### config.mk
export PLATFORM = sky130hd
export DESIGN_NAME = data_memory_unit_flat
export DESIGN_NICKNAME = d
export VERILOG_FILES = /design/src/rtl/mem_pkg.sv /design/src/rtl/data_memory_unit_if.sv /design/src/rtl/mem_align_check.sv /design/src/rtl/data_memory_unit.sv /design/src/flat_wrapper.sv
export SDC_FILE = /design/constraint.sdc
export NUM_CORES = 2
export LEC_CHECK = 0
export CAP_MARGIN = 40
export CORE_MARGIN = 2
export CORE_UTILIZATION = 35
export CTS_CLUSTER_SIZE = 20
export DETAILED_ROUTE_END_ITERATION = 10
export GPL_TIMING_DRIVEN = 0
export PLACE_DENSITY = 0.56
export SYNTH_ARGS = -nofsm -noshare
export SYNTH_HDL_FRONTEND = slang
export SYNTH_SLANG_ARGS = --single-unit
### constraint.sdc
create_clock -name CLK -period 3.07 [get_ports CLK]
set_input_delay 0.4605 -clock CLK [delete_from_list [all_inputs] [get_ports CLK]]
set_output_delay 0.4605 -clock CLK [all_outputs]
set_load 0.01 [all_outputs]
### src/rtl/mem_pkg.sv
// Shared types and defaults for the data memory unit: access-size encodings,
// the clear/ready FSM state type and the default array geometry.
package mem_pkg;

    localparam int unsigned DEPTH_BYTES_DEF = 128;
    localparam int unsigned ADDR_BITS_DEF   = 7;
    localparam int unsigned DATA_W          = 32;

    typedef enum logic [1:0] {
        SZ_BYTE    = 2'b00,
        SZ_HALF    = 2'b01,
        SZ_WORD    = 2'b10,
        SZ_ILLEGAL = 2'b11
    } size_e;

    typedef enum logic {
        ST_CLEAR = 1'b0,
        ST_READY = 1'b1
    } state_e;

endpackage

### src/rtl/data_memory_unit_if.sv
// CPU-side load/store bus of the data memory.
//   master (CPU): drives DAddr, DataIn, mRD, mWR, Size, LoadSigned
//   slave (memory): drives DataOut (combinational), Ready, MisalignErr, ErrAddr
interface data_memory_unit_if;
    import mem_pkg::*;

    logic [DATA_W-1:0] DAddr;
    logic [DATA_W-1:0] DataIn;
    logic              mRD;
    logic              mWR;
    logic [1:0]        Size;
    logic              LoadSigned;
    logic [DATA_W-1:0] DataOut;
    logic              Ready;
    logic              MisalignErr;
    logic [DATA_W-1:0] ErrAddr;

    modport master (
        output DAddr, DataIn, mRD, mWR, Size, LoadSigned,
        input  DataOut, Ready, MisalignErr, ErrAddr
    );

    modport slave (
        input  DAddr, DataIn, mRD, mWR, Size, LoadSigned,
        output DataOut, Ready, MisalignErr, ErrAddr
    );

endinterface

### src/rtl/mem_align_check.sv
// Combinational legality check for one access.
//   addr_lo_i : DAddr[1:0]
//   size_i    : access size encoding
//   legal_o   : access is naturally aligned and of a legal size
//   be_o      : byte enables, bit k = byte at word offset k (0 = MS byte);
//               all zero for an illegal access
module mem_align_check
    import mem_pkg::*;
(
    input  logic [1:0] addr_lo_i,
    input  logic [1:0] size_i,
    output logic       legal_o,
    output logic [3:0] be_o
);

    logic [3:0] be_raw;

    always_comb begin
        legal_o = 1'b0;
        be_raw  = 4'b0000;
        case (size_e'(size_i))
            SZ_BYTE: begin
                legal_o = 1'b1;
                be_raw  = 4'(4'b0001 << addr_lo_i);
            end
            SZ_HALF: begin
                legal_o = ~addr_lo_i[0];
                be_raw  = addr_lo_i[1] ? 4'b1100 : 4'b0011;
            end
            SZ_WORD: begin
                legal_o = (addr_lo_i == 2'b00);
                be_raw  = 4'b1111;
            end
            default: begin
                legal_o = 1'b0;
                be_raw  = 4'b0000;
            end
        endcase
        be_o = legal_o ? be_raw : 4'b0000;
    end

endmodule

### src/rtl/data_memory_unit.sv
// Byte-addressable, big-endian data memory with combinational loads,
// edge-committed stores, a post-reset clear sequencer and sticky error capture.
//   CLK, Reset : clock and asynchronous active-high reset
//   mem_bus    : slave side of the load/store bus (see data_memory_unit_if)
module data_memory_unit
    import mem_pkg::*;
#(
    parameter int unsigned DEPTH_BYTES = DEPTH_BYTES_DEF,
    parameter int unsigned ADDR_BITS   = ADDR_BITS_DEF
) (
    input  logic              CLK,
    input  logic              Reset,
    data_memory_unit_if.slave mem_bus
);

    localparam int unsigned WORDS    = DEPTH_BYTES / 4;
    localparam int unsigned IDX_BITS = ADDR_BITS - 2;

    state_e                state_q, state_d;
    logic [IDX_BITS-1:0]   clr_idx_q, clr_idx_d;
    logic                  ready_q, ready_d;
    logic                  err_q, err_d;
    logic [DATA_W-1:0]     err_addr_q, err_addr_d;

    logic [7:0]            mem_q [DEPTH_BYTES];

    logic                  legal;
    logic [3:0]            be;
    logic                  wr_en;
    logic [IDX_BITS-1:0]   word_idx;
    logic [1:0]            byte_off;
    logic [7:0]            wr_lane [4];
    logic [7:0]            ld_byte;
    logic [15:0]           ld_half;
    logic [DATA_W-1:0]     ld_ext;

    assign word_idx = mem_bus.DAddr[ADDR_BITS-1:2];
    assign byte_off = mem_bus.DAddr[1:0];

    mem_align_check u_align (
        .addr_lo_i (byte_off),
        .size_i    (mem_bus.Size),
        .legal_o   (legal),
        .be_o      (be)
    );

    // Next-state: clear walk, then normal accesses with first-error capture
    always_comb begin
        state_d    = state_q;
        clr_idx_d  = clr_idx_q;
        ready_d    = ready_q;
        err_d      = err_q;
        err_addr_d = err_addr_q;
        wr_en      = 1'b0;
        case (state_q)
            ST_CLEAR: begin
                clr_idx_d = IDX_BITS'(clr_idx_q + 1'b1);
                if (clr_idx_q == IDX_BITS'(WORDS - 1)) begin
                    state_d = ST_READY;
                    ready_d = 1'b1;
                end
            end
            ST_READY: begin
                wr_en = mem_bus.mWR & legal;
                if ((mem_bus.mRD | mem_bus.mWR) && !legal && !err_q) begin
                    err_d      = 1'b1;
                    err_addr_d = mem_bus.DAddr;
                end
            end
            default: begin
                state_d = ST_CLEAR;
            end
        endcase
    end

    always_ff @(posedge CLK or posedge Reset) begin
        if (Reset) begin
            state_q    <= ST_CLEAR;
            clr_idx_q  <= '0;
            ready_q    <= 1'b0;
            err_q      <= 1'b0;
            err_addr_q <= '0;
        end else begin
            state_q    <= state_d;
            clr_idx_q  <= clr_idx_d;
            ready_q    <= ready_d;
            err_q      <= err_d;
            err_addr_q <= err_addr_d;
        end
    end

    // Store data steering: lane k receives the byte destined for word offset k
    always_comb begin
        for (int k = 0; k < 4; k++) begin
            case (size_e'(mem_bus.Size))
                SZ_HALF: wr_lane[k] = ((k % 2) == 1) ? mem_bus.DataIn[7:0] : mem_bus.DataIn[15:8];
                SZ_WORD: wr_lane[k] = mem_bus.DataIn[8*(3-k) +: 8];
                default: wr_lane[k] = mem_bus.DataIn[7:0];
            endcase
        end
    end

    // Array has no reset; the clear walk defines its contents
    always_ff @(posedge CLK) begin
        if (state_q == ST_CLEAR) begin
            for (int k = 0; k < 4; k++) begin
                mem_q[{clr_idx_q, 2'(k)}] <= 8'h00;
            end
        end else if (wr_en) begin
            for (int k = 0; k < 4; k++) begin
                if (be[k]) begin
                    mem_q[{word_idx, 2'(k)}] <= wr_lane[k];
                end
            end
        end
    end

    // Combinational load path, big-endian assembly and extension
    always_comb begin
        ld_byte = mem_q[{word_idx, byte_off}];
        ld_half = {mem_q[{word_idx, byte_off[1], 1'b0}], mem_q[{word_idx, byte_off[1], 1'b1}]};
        case (size_e'(mem_bus.Size))
            SZ_BYTE: ld_ext = {{24{mem_bus.LoadSigned & ld_byte[7]}}, ld_byte};
            SZ_HALF: ld_ext = {{16{mem_bus.LoadSigned & ld_half[15]}}, ld_half};
            default: ld_ext = {mem_q[{word_idx, 2'd0}], mem_q[{word_idx, 2'd1}],
                               mem_q[{word_idx, 2'd2}], mem_q[{word_idx, 2'd3}]};
        endcase
    end

    assign mem_bus.DataOut     = ((state_q == ST_READY) && mem_bus.mRD && legal) ? ld_ext : '0;
    assign mem_bus.Ready       = ready_q;
    assign mem_bus.MisalignErr = err_q;
    assign mem_bus.ErrAddr     = err_addr_q;

endmodule

### src/flat_wrapper.sv
// flat-port wrapper written by rule: the top's interface ports become plain ports
module data_memory_unit_flat import mem_pkg::*;
#(
    parameter int unsigned DEPTH_BYTES = DEPTH_BYTES_DEF,
    parameter int unsigned ADDR_BITS   = ADDR_BITS_DEF
)
  (CLK, Reset, mem_bus_DAddr, mem_bus_DataIn, mem_bus_mRD, mem_bus_mWR, mem_bus_Size, mem_bus_LoadSigned, mem_bus_DataOut, mem_bus_Ready, mem_bus_MisalignErr, mem_bus_ErrAddr);
  data_memory_unit_if mem_bus_i ();
  input  logic CLK;
  input  logic Reset;
  input wire logic [$bits(mem_bus_i.DAddr)-1:0] mem_bus_DAddr;
  input wire logic [$bits(mem_bus_i.DataIn)-1:0] mem_bus_DataIn;
  input wire logic [$bits(mem_bus_i.mRD)-1:0] mem_bus_mRD;
  input wire logic [$bits(mem_bus_i.mWR)-1:0] mem_bus_mWR;
  input wire logic [$bits(mem_bus_i.Size)-1:0] mem_bus_Size;
  input wire logic [$bits(mem_bus_i.LoadSigned)-1:0] mem_bus_LoadSigned;
  output wire logic [$bits(mem_bus_i.DataOut)-1:0] mem_bus_DataOut;
  output wire logic [$bits(mem_bus_i.Ready)-1:0] mem_bus_Ready;
  output wire logic [$bits(mem_bus_i.MisalignErr)-1:0] mem_bus_MisalignErr;
  output wire logic [$bits(mem_bus_i.ErrAddr)-1:0] mem_bus_ErrAddr;
  assign mem_bus_i.DAddr = mem_bus_DAddr;
  assign mem_bus_i.DataIn = mem_bus_DataIn;
  assign mem_bus_i.mRD = mem_bus_mRD;
  assign mem_bus_i.mWR = mem_bus_mWR;
  assign mem_bus_i.Size = mem_bus_Size;
  assign mem_bus_i.LoadSigned = mem_bus_LoadSigned;
  assign mem_bus_DataOut = mem_bus_i.DataOut;
  assign mem_bus_Ready = mem_bus_i.Ready;
  assign mem_bus_MisalignErr = mem_bus_i.MisalignErr;
  assign mem_bus_ErrAddr = mem_bus_i.ErrAddr;
  data_memory_unit #(.DEPTH_BYTES(DEPTH_BYTES), .ADDR_BITS(ADDR_BITS)) u_core (.CLK(CLK), .Reset(Reset), .mem_bus(mem_bus_i));
endmodule
# [Yosys cells after proc, flatten, opt, wreduce, memory -nomap -nowiden]
# Memories as Yosys holds them, arrays and structs flattened.
# Cells that the tools add are included.
[word_totals] register_bits=40 memories=1 ramBits=1024 rom_bits=0 latch_bits=0 out_inout_bits=66 word_cells=73 in_bits=71
[memory_table] name="u_core.mem_q" depth=128 word_bits=8 rd=7 rd_ports_with_merged_regs=0 wr=4 line="data_memory_unit.sv:25" rtl="logic [7:0] mem_q [DEPTH_BYTES];"
[classes] addsub=1 bitwise_logic=6 shifts=1 muxes=41 reduce_logical=15 magnitude_cmp=0 n_eq_ne=3 div_mod_pow=0 mul=0
[ops] cell="$pmux W32 S2" n=1
[ops] cell="$mux W8" n=6
[ops] cell="$mux W32" n=1
[ops] cell="$reduce_or A8 Y1" n=4
[ops] cell="$mux W7" n=4
[ops] cell="$mux W1" n=24
[ops] cell="$pmux W8 S2" n=1
[ops] cell="$pmux W4 S3" n=1
[ops] cell="$mux W4" n=2
[ops] cell="$add A5 B1 Y5 const B" n=1
[ops] cell="$eq A5 B5 Y1 const B" n=1
[ops] cell="$logic_and A1 B1 Y1" n=4
[ops] cell="$logic_not A2 Y1" n=2
[ops] cell="$reduce_and A2 Y1" n=2
[ops] cell="$shl A1 B2 Y4 const A" n=1
[ops] cell="$and A1 B1 Y1" n=3
[ops] cell="$pmux W1 S3" n=1
[ops] cell="$eq A2 B1 Y1 const B" n=1
[ops] cell="$eq A2 B2 Y1 const B" n=1
[ops] cell="$logic_not A1 Y1" n=2
[ops] cell="$not A1 Y1" n=2
[ops] cell="$reduce_or A2 Y1" n=1
[ops] cell="$or A1 B1 Y1" n=1

# [Longest topological paths before layout]
[depth] ltp_word=9 ltp_mapped=14 ltp_nobuf=9

# [By module]
# From an unflattened synthesis, not the netlist that was laid out.
[hier_totals] cells_unflattened=3302 area_unflattened_um2=56775.7
[modules_own_cells] module="data_memory_unit" cells_per_inst=3286 instances=1 area_each_um2=56651.8 seq_area_each_um2=31750.5
[modules_own_cells] module="mem_align_check" cells_per_inst=16 instances=1 area_each_um2=123.9 seq_area_each_um2=0.0

# [Worst setup path after synthesis]
# No wires, ideal clock.
[synth_path] path_type="input-to-reg" startpoint="input mem_bus_DAddr[1]" endpoint="memory u_core.mem_q[0][4], data pin" arrival_time_ns=3.357 path_stages=9 path_slack_ns=-0.754 required_ns=2.603 setup_ns=0.467 n_path_buf=5 path_cell_list="buf_6 > buf_12 > buf_12 > nand2b_1 > a21oi_1 > o2111ai_1 > clkbuf_1 > buf_1 > a211oi_1"
[synth_rtl] item="start: declaration" line="flat_wrapper.sv:11" rtl="input wire logic [$bits(mem_bus_i.DAddr)-1:0] mem_bus_DAddr;"
[synth_rtl] item="end: declaration" line="data_memory_unit.sv:25"

# [Worst setup path after layout]
[layout_path] startpoint="input mem_bus_DAddr[5]" endpoint="output mem_bus_DataOut[6]"
[layout_between] elab_chain_len=3
[layout_lines] item="$mem_v2 Z128 W8"
[layout_lines] item="$pmux W32 S2" line="data_memory_unit.sv:122" rtl="case (size_e'(mem_bus.Size))"
[layout_lines] item="$mux W32" line="data_memory_unit.sv:130" rtl="assign mem_bus.DataOut = ((state_q == ST_READY) && mem_bus.mRD && legal) ? ld_ext : '0;"
[layout_lines] item="end: declaration" line="flat_wrapper.sv:17" rtl="output wire logic [$bits(mem_bus_i.DataOut)-1:0] mem_bus_DataOut;"
# No other way between the ends.

==> impl_metrics.py <==
metrics = {
    "sta": {
        "fin_hold_ws_ns": 0.263,
        "finalWorstSetupSlack_ns": -1.07,
        "finalSetupViolCount": 1272,
        "worst_pin_slew_ns": 1.01,
        "tns_ns": -244.06,
        "clock_skew_ns": 0.0480,
        "clock.fmax_mhz": 242,
        "slew_headroom": 0.326,
        "post-route-period-util": 1.35,
        "hold_viol_final": 0,
        "drv_slew": 0,
        "period_minus_slack_ns": 4.14,
        "rsz0062_at_grt": "true",
    },
    "pwr": {
        "powerDensity_nw_per_um2": 492,
        "p_total_mw": 36.9,
        "p_leak_nw": 27.4,
        "ir_drop_v": 0.000468,
    },
    "global_route": {
        "grt_pass1_wl_mm": 464,
        "grt_use_total": 0.469,
        "grt_max_degree": 33,
        "grt_antenna_before_repair": 57,
        "grt_pass1_vias": 41500,
        "grt.overflow.total": 0,
    },
    "synth": {
        "synth.avg_cell_area_sq_um": 17.5,
        "yosysWarnings": 0,
        "synthDistinctLibCells": 77,
        "syn-cell-area_sq_um": 54500,
        "syn_nets": 3184,
        "ys_seq_elements": 1064,
        "yosysSeqAreaShare": 0.583,
        "synth_edf_count": 1024,
        "postSynth.topFlopCell": "edfxtp_1",
        "async_flop_share": 0.0376,
        "synthesis.instances": 3107,
    },
    "cts": {
        "cts_root_buf": "clkbuf_16",
        "numCtsBuffers": 119,
        "ctsHtreeMaxLevel": 3,
        "cts.reportedPaths.clkPinSlew_ns": 0.06,
        "cts_sinks": 1064,
        "clock_path_buffers": 3,
        "cts_tree": "built",
        "clkLatencyLatePin_ns": 0.83,
    },
    "final_layout": {
        "final_cells": 6181,
        "finalNetCount": 4079,
        "utilization": 0.486,
        "final_common_cell": "edfxtp_1",
        "stdcell_area_sq_um": 75000,
        "drive_above_1_share": 0.526,
        "mostFrequentLayoutCells": "edfxtp_1, mux4_2, buf_4, nand2_1, buf_12",
        "syn_to_final_growth_pct": 37.6,
    },
    "detailed_routing": {
        "drtAntennaViolNets": 0,
        "viasPerCell": 7.46,
        "num_vias": 46100,
        "totalWireLength_mm": 377,
        "wire_per_inst_um": 61.0,
        "drtIter0Drc": 9516,
        "first_pass_iters": 6,
        "drc": 0,
    },
    "critical_path": {
        "r2r_start": "u_core.state_q",
        "max_stage_delay_ns": 0.77,
        "crit_type": "in -> out",
        "endpoint": "mem_bus_DataOut[6]",
        "end_kind": "output port",
        "critical_path_required_ns": 2.61,
        "ff2ff_path_depth": 8,
        "regToRegEndpoint": "u_core.mem_q[42][2]",
        "arrival_ns": 3.68,
        "ff2ff_setup_slack_ns": -0.30,
        "crit_fanout": 8,
        "cp_slowest_cell": "o211ai_1",
        "crit_start": "mem_bus_DAddr[5]",
        "startpoint_type": "input port",
        "crit_chain": "clkdlybuf4s15_2 -> clkbuf_4 -> buf_8 -> clkbuf_4 -> buf_6 -> clkbuf_4 -> buf_8 -> buf_4 -> buf_8 -> a21oi_1 -> o211ai_1 -> buf_2",
    },
    "floorplanning": {
        "row_count": 144,
        "io_pins": 137,
        "die-area_sq_um": 159000,
        "die_w_um": 398,
        "coreArea_sq_um": 154000,
        "die_y_um": 398,
        "initial_utilization": 0.353,
    },
    "placed_design": {
        "dp_slack_ns": -3.57,
        "place_hpwl_mm": 280,
        "placedCellCount": 5524,
        "place.gp.congestion": 1.09,
        "placed_cell_area_sq_um": 62200,
        "port_buffers": 134,
    },
    "flow_run": {
        "cap_violations": 0,
    },
    "outcome": {
        "violations": "negative setup slack",
        "outcome": "complete, but fails checks",
    },
    "hold_path": {
        "hp-class": "in -> reg",
    },
}
power breakdown:
group | switching [mW] | internal [mW] | total (mW)
Sequential | 0.105 | 16.1 | 16.2
Clock | 6.46 | 7.96 | 14.4
Combinational | 3.77 | 2.52 | 6.29
cells in the mapped netlist (35+ instances only):
library cell | instances | area, sq um
edfxtp_1 | 1024 | 30700
mux4_2 | 603 | 13600
nand2_1 | 249 | 935
nor2_1 | 207 | 777
mux2i_1 | 176 | 1760
buf_2 | 97 | 485
buf_4 | 65 | 488
clkbuf_1 | 60 | 225
a21oi_1 | 59 | 295
mux2_2 | 58 | 653
dfrtp_1 | 40 | 1000
nand3_1 | 35 | 175
what timing repair did:
action / CTS / global route
gates cloned: 5 / 1
endpoints found under the setup margin: 1966 / 1237
hold buffers: 1 / 0
setup buffers: 319 / 83
hold endpoints to repair: 10 / 0
pin swaps: 86 / 66
gates resized for setup: 1211 / 126
critical path, delay by kind of cell:
| kind | cells | cell delay (ns) |
|---|---|---|
| AO/OA/AOI/OAI | 2 | 0.88 |
| buffers and inverters | 10 | 2.25 |
worst min-delay path by stage:
stage                               from                    endpoint  slack (ns)  depth (start not counted)
floorplan            u_core.clr_idx_q[2]         u_core.clr_idx_q[2]        0.49                          1
global placement    u_core.mem_bus.Ready        u_core.mem_bus.Ready        0.44                          1
detailed placement  u_core.mem_bus.Ready        u_core.mem_bus.Ready        0.45                          1
CTS                    mem_bus_DAddr[28]  u_core.mem_bus.ErrAddr[28]        0.26                          2
global route           mem_bus_DAddr[28]  u_core.mem_bus.ErrAddr[28]        0.28                          2
finish                 mem_bus_DAddr[22]  u_core.mem_bus.ErrAddr[22]        0.26                          2
flip-flops by register name (all words and copies together), names as in the netlist:
register / count
u_core.clr_idx_q: 5
u_core.state_q: 1
u_core.mem_bus.ErrAddr: 32
u_core.mem_q: 1024
u_core.mem_bus.MisalignErr: 1
u_core.mem_bus.Ready: 1
per-layer routing:
metal / share of wire / GRT usage / wire length, um
met5: 0.0019 / 0.0194 / 726
met4: 0.11 / 0.391 / 40300
met3: 0.17 / 0.252 / 63800
met2: 0.39 / 0.624 / 148000
met1: 0.33 / 0.549 / 124000
cell type report:
| class | instances | area, sq um |
|---|---|---|
| Inverter | 15 | 80.1 |
| Antenna cell | 36 | 90.1 |
| Timing Repair Buffer | 779 | 8760 |
| Sequential cell | 1064 | 31800 |
| Clock buffer | 151 | 3210 |
| Fill cell | 12900 | 79300 |
| Tap cell | 2044 | 2560 |
| Clock inverter | 69 | 583 |
| Multi-Input combinational cell | 1771 | 23600 |
| Buffer | 252 | 4330 |
cells by family after synthesis:
kind of cell | count (synthesis) | synth area share
multiplexers | 840 | 0.295
flip-flops | 1064 | 0.583
AO/OA/AOI/OAI | 334 | 0.0447
buffers and inverters | 272 | 0.0295
XOR/XNOR | 3 | 0.000483
adder cells (fa/ha/maj) | 6 | 0.00138
AND/OR/NAND/NOR | 588 | 0.0459
(Power assumes the default switching activity.)
